<file path="config.mk">
export PLATFORM = sky130hd
export DESIGN_NAME = fetch_queue
export DESIGN_NICKNAME = d
export VERILOG_FILES = /design/src/rtl/fetch_queue.sv
export SDC_FILE = /design/constraint.sdc
export NUM_CORES = 1
export LEC_CHECK = 0
export ABC_AREA = 1
export CORE_MARGIN = 3
export CORE_UTILIZATION = 30
export DETAILED_ROUTE_END_ITERATION = 12
export PLACE_DENSITY = 0.58
export SLEW_MARGIN = 25
export SYNTH_ARGS = -nofsm -noshare
export SYNTH_HDL_FRONTEND = slang
export SYNTH_SLANG_ARGS = --single-unit
export TNS_END_PERCENT = 20
</file>
<file path="constraint.sdc">
create_clock -name clock -period 4.8 [get_ports clock]
set_clock_uncertainty 0.15 [all_clocks]
set_input_delay 0.72 -clock clock [delete_from_list [all_inputs] [get_ports clock]]
set_output_delay 0.72 -clock clock [all_outputs]
set_load 0.01 [all_outputs]
</file>
<file path="src/rtl/fetch_queue.sv">
// Instruction fetch queue: circular buffer between fetch and decode.
// Flush discards all entries; reset has priority over everything.
module fetch_queue #(
  parameter int DEPTH = 4,
  parameter int WIDTH = 32
) (
  input  logic                       clock,
  input  logic                       reset,
  input  logic                       inValid,
  input  logic [WIDTH-1:0]           inProgramCounter,
  input  logic [WIDTH-1:0]           inInstruction,
  output logic                       inReady,
  output logic                       outValid,
  output logic [WIDTH-1:0]           outProgramCounter,
  output logic [WIDTH-1:0]           outInstruction,
  input  logic                       outReady,
  input  logic                       flush,
  output logic [$clog2(DEPTH+1)-1:0] count,
  output logic                       full,
  output logic                       empty
);

  localparam int PW = $clog2(DEPTH);
  localparam int CW = $clog2(DEPTH+1);

  logic [WIDTH-1:0] pc_mem  [DEPTH];
  logic [WIDTH-1:0] ins_mem [DEPTH];

  logic [PW-1:0] head;
  logic [PW-1:0] tail;
  logic          push;
  logic          pop;

  assign full    = (count == CW'(DEPTH));
  assign empty   = (count == '0);
  assign inReady = !full && !flush;
  assign outValid = !empty;
  assign push    = inValid && inReady;
  assign pop     = outValid && outReady;

  assign outProgramCounter = pc_mem[head];
  assign outInstruction    = ins_mem[head];

  // Entry storage; the write is gated by push, which already excludes flush.
  always_ff @(posedge clock) begin
    if (!reset && push) begin
      pc_mem[tail]  <= inProgramCounter;
      ins_mem[tail] <= inInstruction;
    end
  end

  // Pointers and occupancy; reset beats flush, flush beats push/pop.
  always_ff @(posedge clock) begin
    if (reset || flush) begin
      head  <= '0;
      tail  <= '0;
      count <= '0;
    end else begin
      if (push) tail <= tail + PW'(1);
      if (pop)  head <= head + PW'(1);
      unique case ({push, pop})
        2'b10:   count <= count + CW'(1);
        2'b01:   count <= count - CW'(1);
        default: count <= count;
      endcase
    end
  end

endmodule

</file>
### After elaboration in Yosys (flattened, before gate mapping)

Memory sizes are Yosys's and may differ from the RTL's. A register that Yosys moved wholly into a read port is not among the register bits.
Cells that the tools add are included.

| storage, ports and cells | value |
|---|---|
| flip-flop bits (word level) | 7 |
| memory bits (writable) | 256 |
| bits of input ports | 69 |
| output and inout bits | 71 |
| logic and storage cells | 30 |
| memories | 2 |

| cells by class | value |
|---|---|
| $add $sub $neg | 4 |
| eq/ne operators | 3 |
| multiplexer cells | 7 |
| reduce and logical (&&, ||, !) cells | 11 |

Memory list:

| memory | words | bits a word | read ports | clocked after Yosys merged registers in | wr ports | RTL line | source |
|---|---|---|---|---|---|---|---|
| ins_mem | 4 | 32 | 1 | 1 | 1 | 27 | `logic [WIDTH-1:0] ins_mem [DEPTH];` |
| pc_mem | 4 | 32 | 1 | 1 | 1 | 26 | `logic [WIDTH-1:0] pc_mem [DEPTH];` |

Operators by type and width:

| cell | number |
|---|---|
| 2-bit two-way mux | 4 |
| 3-bit case mux with 2 select lines | 1 |
| 2-bit by 1-bit adder with 2-bit output, second input constant | 2 |
| 1-bit logical AND | 4 |
| 1-bit logical NOT | 4 |
| 3-bit by 1-bit adder with 3-bit output, second input constant | 1 |
| 3-bit == test, second input constant | 1 |
| 3-bit logical NOT | 1 |
| 3-bit by 1-bit subtractor with 3-bit output, second input constant | 1 |
| 2-bit by 1-bit == test with 1-bit output, second input constant | 1 |
| 2-bit == test, second input constant | 1 |
| 1-bit two-way mux | 2 |
| 2-bit nonzero test | 1 |
| 1-bit logical OR | 1 |

### Longest topological paths before layout

| depth | value |
|---|---|
| depth after elaboration | 7 |
| gate-level depth with buffers | 13 |
| depth with buffers taken out | 13 |

### Worst setup path before layout

Ideal clock, no wire load.

| timing | value |
|---|---|
| kind | input to register |
| start | in flush |
| end | mem ins_mem[0][0], enable pin |
| setup time | 0.487 ns |
| arrival time | 3.661 ns |
| data required time | 4.163 ns |
| setup slack | 0.502 ns |
| stages | 3 |
| path buffers | 0 |
| cell sequence | inv_1 -> nand4_1 -> nor2_1 |

| on the way | value |
|---|---|
| word-level cells in the longest chain between the ends | 6 |

Ends and longest elaborated chain:

| what | RTL line | source |
|---|---|---|
| start: declaration | 17 | `input logic flush,` |
| 1-bit logical NOT | 36 | `assign inReady = !full && !flush;` |
| 1-bit logical AND | 36 |  |
| 1-bit logical AND | 38 | `assign push = inValid && inReady;` |
| 1-bit logical AND | 46 | `if (!reset && push) begin` |
| 1-bit two-way mux | 46 |  |
| 1-bit two-way mux (not written as such) | 48 | `ins_mem[tail] <= inInstruction;` |
| end: declaration | 27 |  |

Every way passes these cells.

==> results.cfg <==
[min_path]
min_from = head[0]
hold_depth = 2
hold_path.class = reg2reg
min_to = head[0]

[logic_synthesis]
synth_area_leaders = edfxtp_1 77%, nor2_1 5.3%, o22ai_1 4.0%
ys.flop_type = edfxtp_1
synth-edff-count = 256
synthCells = 697
yosysSeqAreaShare_pct = 78.6
yosys_warnings = 0
synthArstFlopShare_pct = 0
yosys.area.top_type = edfxtp_1
ys_types = 21
synth_top_cell_area_share_pct = 76.8
synth_seq_cells = 265
avgSynthCellArea_um2 = 14.4
synth_area_um2 = 10000
syn_nets = 772

[power_and_ir_drop]
max-vdd-ir-drop_v = 0.000219
leakagePower_nw = 4.15
p_clk_share_pct = 41.3
swShare_pct = 19.9
powerDensity_nw_per_um2 = 378
power_switching_w = 0.000957
seq_power_share_pct = 53.5
p_comb_share_pct = 5.1
p_int_w = 0.00384

[clock_tree]
clockBufferDepth = 3
htree_levels = 1
ctsRootBufferMaster = clkbuf_16
cts.sinks = 265
clk_latency_ns = 0.52
path_clk_slew_ns = 0.06
postCtsHoldBufs = 0
post_cts_resized = 0
numCtsBuffers = 29
cts_setup_buffers = 0
cts_tree = built

[critical_path]
cp_data_required_time_ns = 3.93
crit_chain = inv_4 -> buf_12 -> o21ai_0 -> o22ai_1 -> clkdlybuf4s50_1
rr_endpoint = pc_mem[2][19]
cp-start-kind = flop
reg2reg_from = count[1]
cp-end-kind = output pin
crit_type = reg2out
slowest_stage = clkdlybuf4s50_1
cp_data_arrival_time_ns = 2.75
ff2ff_path_depth = 5
slowest_delay_ns = 0.58
crit_fanout = 65
reg2reg_slack_ns = 2.52

[timing]
setup_violations = 0
period_needed_ns = 3.62
hold_violations = 0
worst_pin_slew_ns = 0.812
hold_ws_ns = 0.387
fin_crit_sh_pct = 75.4
rsz0062_at_grt = no
slew_headroom_pct = 45.8
max_freq_mhz = 276
slew_violations = 0
setup_slack_ns = 1.18
tns_ns = 0

[global_route]
grt_max_degree = 67
top_usage_layer = met2
grt-ovfl-total = 0
use_met3_pct = 3.29
first_global_vias = 5921
met2_usage_pct = 19.7
grt_usage_pct = 12.0
grt_pass1_wl_mm = 33.8
antenna_found_initial = 0
met1_usage_pct = 16.0

[drt]
drc = 0
dr.pass1.iters = 6
wl_mm = 21.6
via_per_inst = 4.59
routedWlPerCell_um = 16.6
vias = 5965
drtIter0Drc = 414
ant_nets = 0

[flow_run]
drv_cap = 0

[die]
die_width_um = 189
die_h_um = 189
ios = 140
start_util_pct = 30.6
die-area_um2 = 35600
core_area_um2 = 32700
placementRows = 66

[placed_design]
gp_congestion = 0.687
io_buffers = 139
pre_cts_ws_ns = 1.65
dpl.hpwl_mm = 11.9

[final_layout]
drive_above_1_share_pct = 6.06
nets = 912
syn2layout_area_growth_pct = 26.7
diodes = 0

[run_status]
outcome = complete, no violations
## cells in the mapped netlist, drive strengths merged (3+ instances only)
| cell type | instances |
|---|---|
| inv | 23 |
| ha | 5 |
| dfxtp | 9 |
| nand2 | 15 |
| edfxtp | 256 |
| nor2 | 142 |
| nand3 | 3 |
| clkbuf | 21 |
| buf | 20 |
| nand4 | 3 |
| o21ai | 131 |
| o22ai | 64 |
## critical path, delay by kind of cell, from the launching register on
family                 cells  cell delay [ns]
buffers and inverters      3             1.39
flip-flops                 1             0.35
AO/OA/AOI/OAI              2             0.35
## cell type report
class                           instances  area [um2]
Timing Repair Buffer                  150        1510
Multi-Input combinational cell        367        1810
Sequential cell                       265        7870
Clock buffer                           38         759
Clock inverter                         14        86.3
Tap cell                              442         553
Fill cell                            3119       20000
Inverter                               24        93.8
## sequential cells by signal, indices dropped and copies added (netlist names), named ones only
| register | count |
|---|---|
| head | 2 |
| count | 3 |
| ins_mem | 128 |
| tail | 2 |
| pc_mem | 128 |
## kinds of logic after synthesis
family,count (synthesis),share of synthesized area [%]
flip-flops,265,78.6
AO/OA/AOI/OAI,198,10.7
AND/OR/NAND/NOR,163,6.22
buffers and inverters,65,3.68
adder cells (fa/ha/maj),6,0.824
## how the worst max path moves through the flow
stage          cells past startpoint  slack (ns)               endpoint  start
3_3_place_gp                       5        1.60  outProgramCounter[12]   flop
3_5_place_dp                       5        1.65  outProgramCounter[12]   flop
6_report                           5        1.18  outProgramCounter[31]   flop
5_1_grt                            5        0.97  outProgramCounter[31]   flop
2_1_floorplan                      3        0.50          ins_mem[0][0]  flush
4_1_cts                            5        1.07  outProgramCounter[12]   flop
## routing by layer
metal	part of all wire, %	wire length, um	up-vias
li1	-	-	2878
met1	45	9650	2922
met2	47	10200	140
met3	6.9	1480	25
met4	1.4	303	0
met5	0	0	-
## power by group through the flow
stage	Sequential, W	Combinational [W]	Clock (W)
final	0.00257	0.000246	0.00198
after detailed placement	0.00262	0.000250	0
after global placement	0.00262	0.000246	0
after global routing	0.00257	0.000269	0.00216
after CTS	0.00257	0.000251	0.00205
after floorplan	0.00262	0.0000890	0
## cells in the final DEF, fill, tap and decap left out
cell type	instances
buf_4	8
o21ai_1	56
o21ai_0	75
clkdlybuf4s50_1	139
clkinv_2	3
bufinv_16	1
inv_4	1
clkbuf_16	29
nor2_4	4
clkinv_1	10
dfxtp_4	1
a21oi_1	2
inv_6	1
a21boi_0	1
nand3_1	3
dfxtp_1	7
inv_1	22
nor2_1	138
fa_1	1
dfxtp_2	1
clkbuf_1	9
nand2_1	15
o22ai_1	64
nand4_1	3
ha_1	5
buf_12	3
edfxtp_1	256
## stage by stage
stage	power [W]	instance area (um2)	std cells	util, %
5_1_grt	0.00500	12700	1300	38.8
6_report	0.00480	12700	1300	38.8
3_3_place_gp	0.00286	11800	1248	36.2
4_1_cts	0.00487	12700	1300	38.8
2_1_floorplan	0.00271	10000	697	-
3_5_place_dp	0.00287	11800	1248	36.2
(Power assumes the default switching activity.)
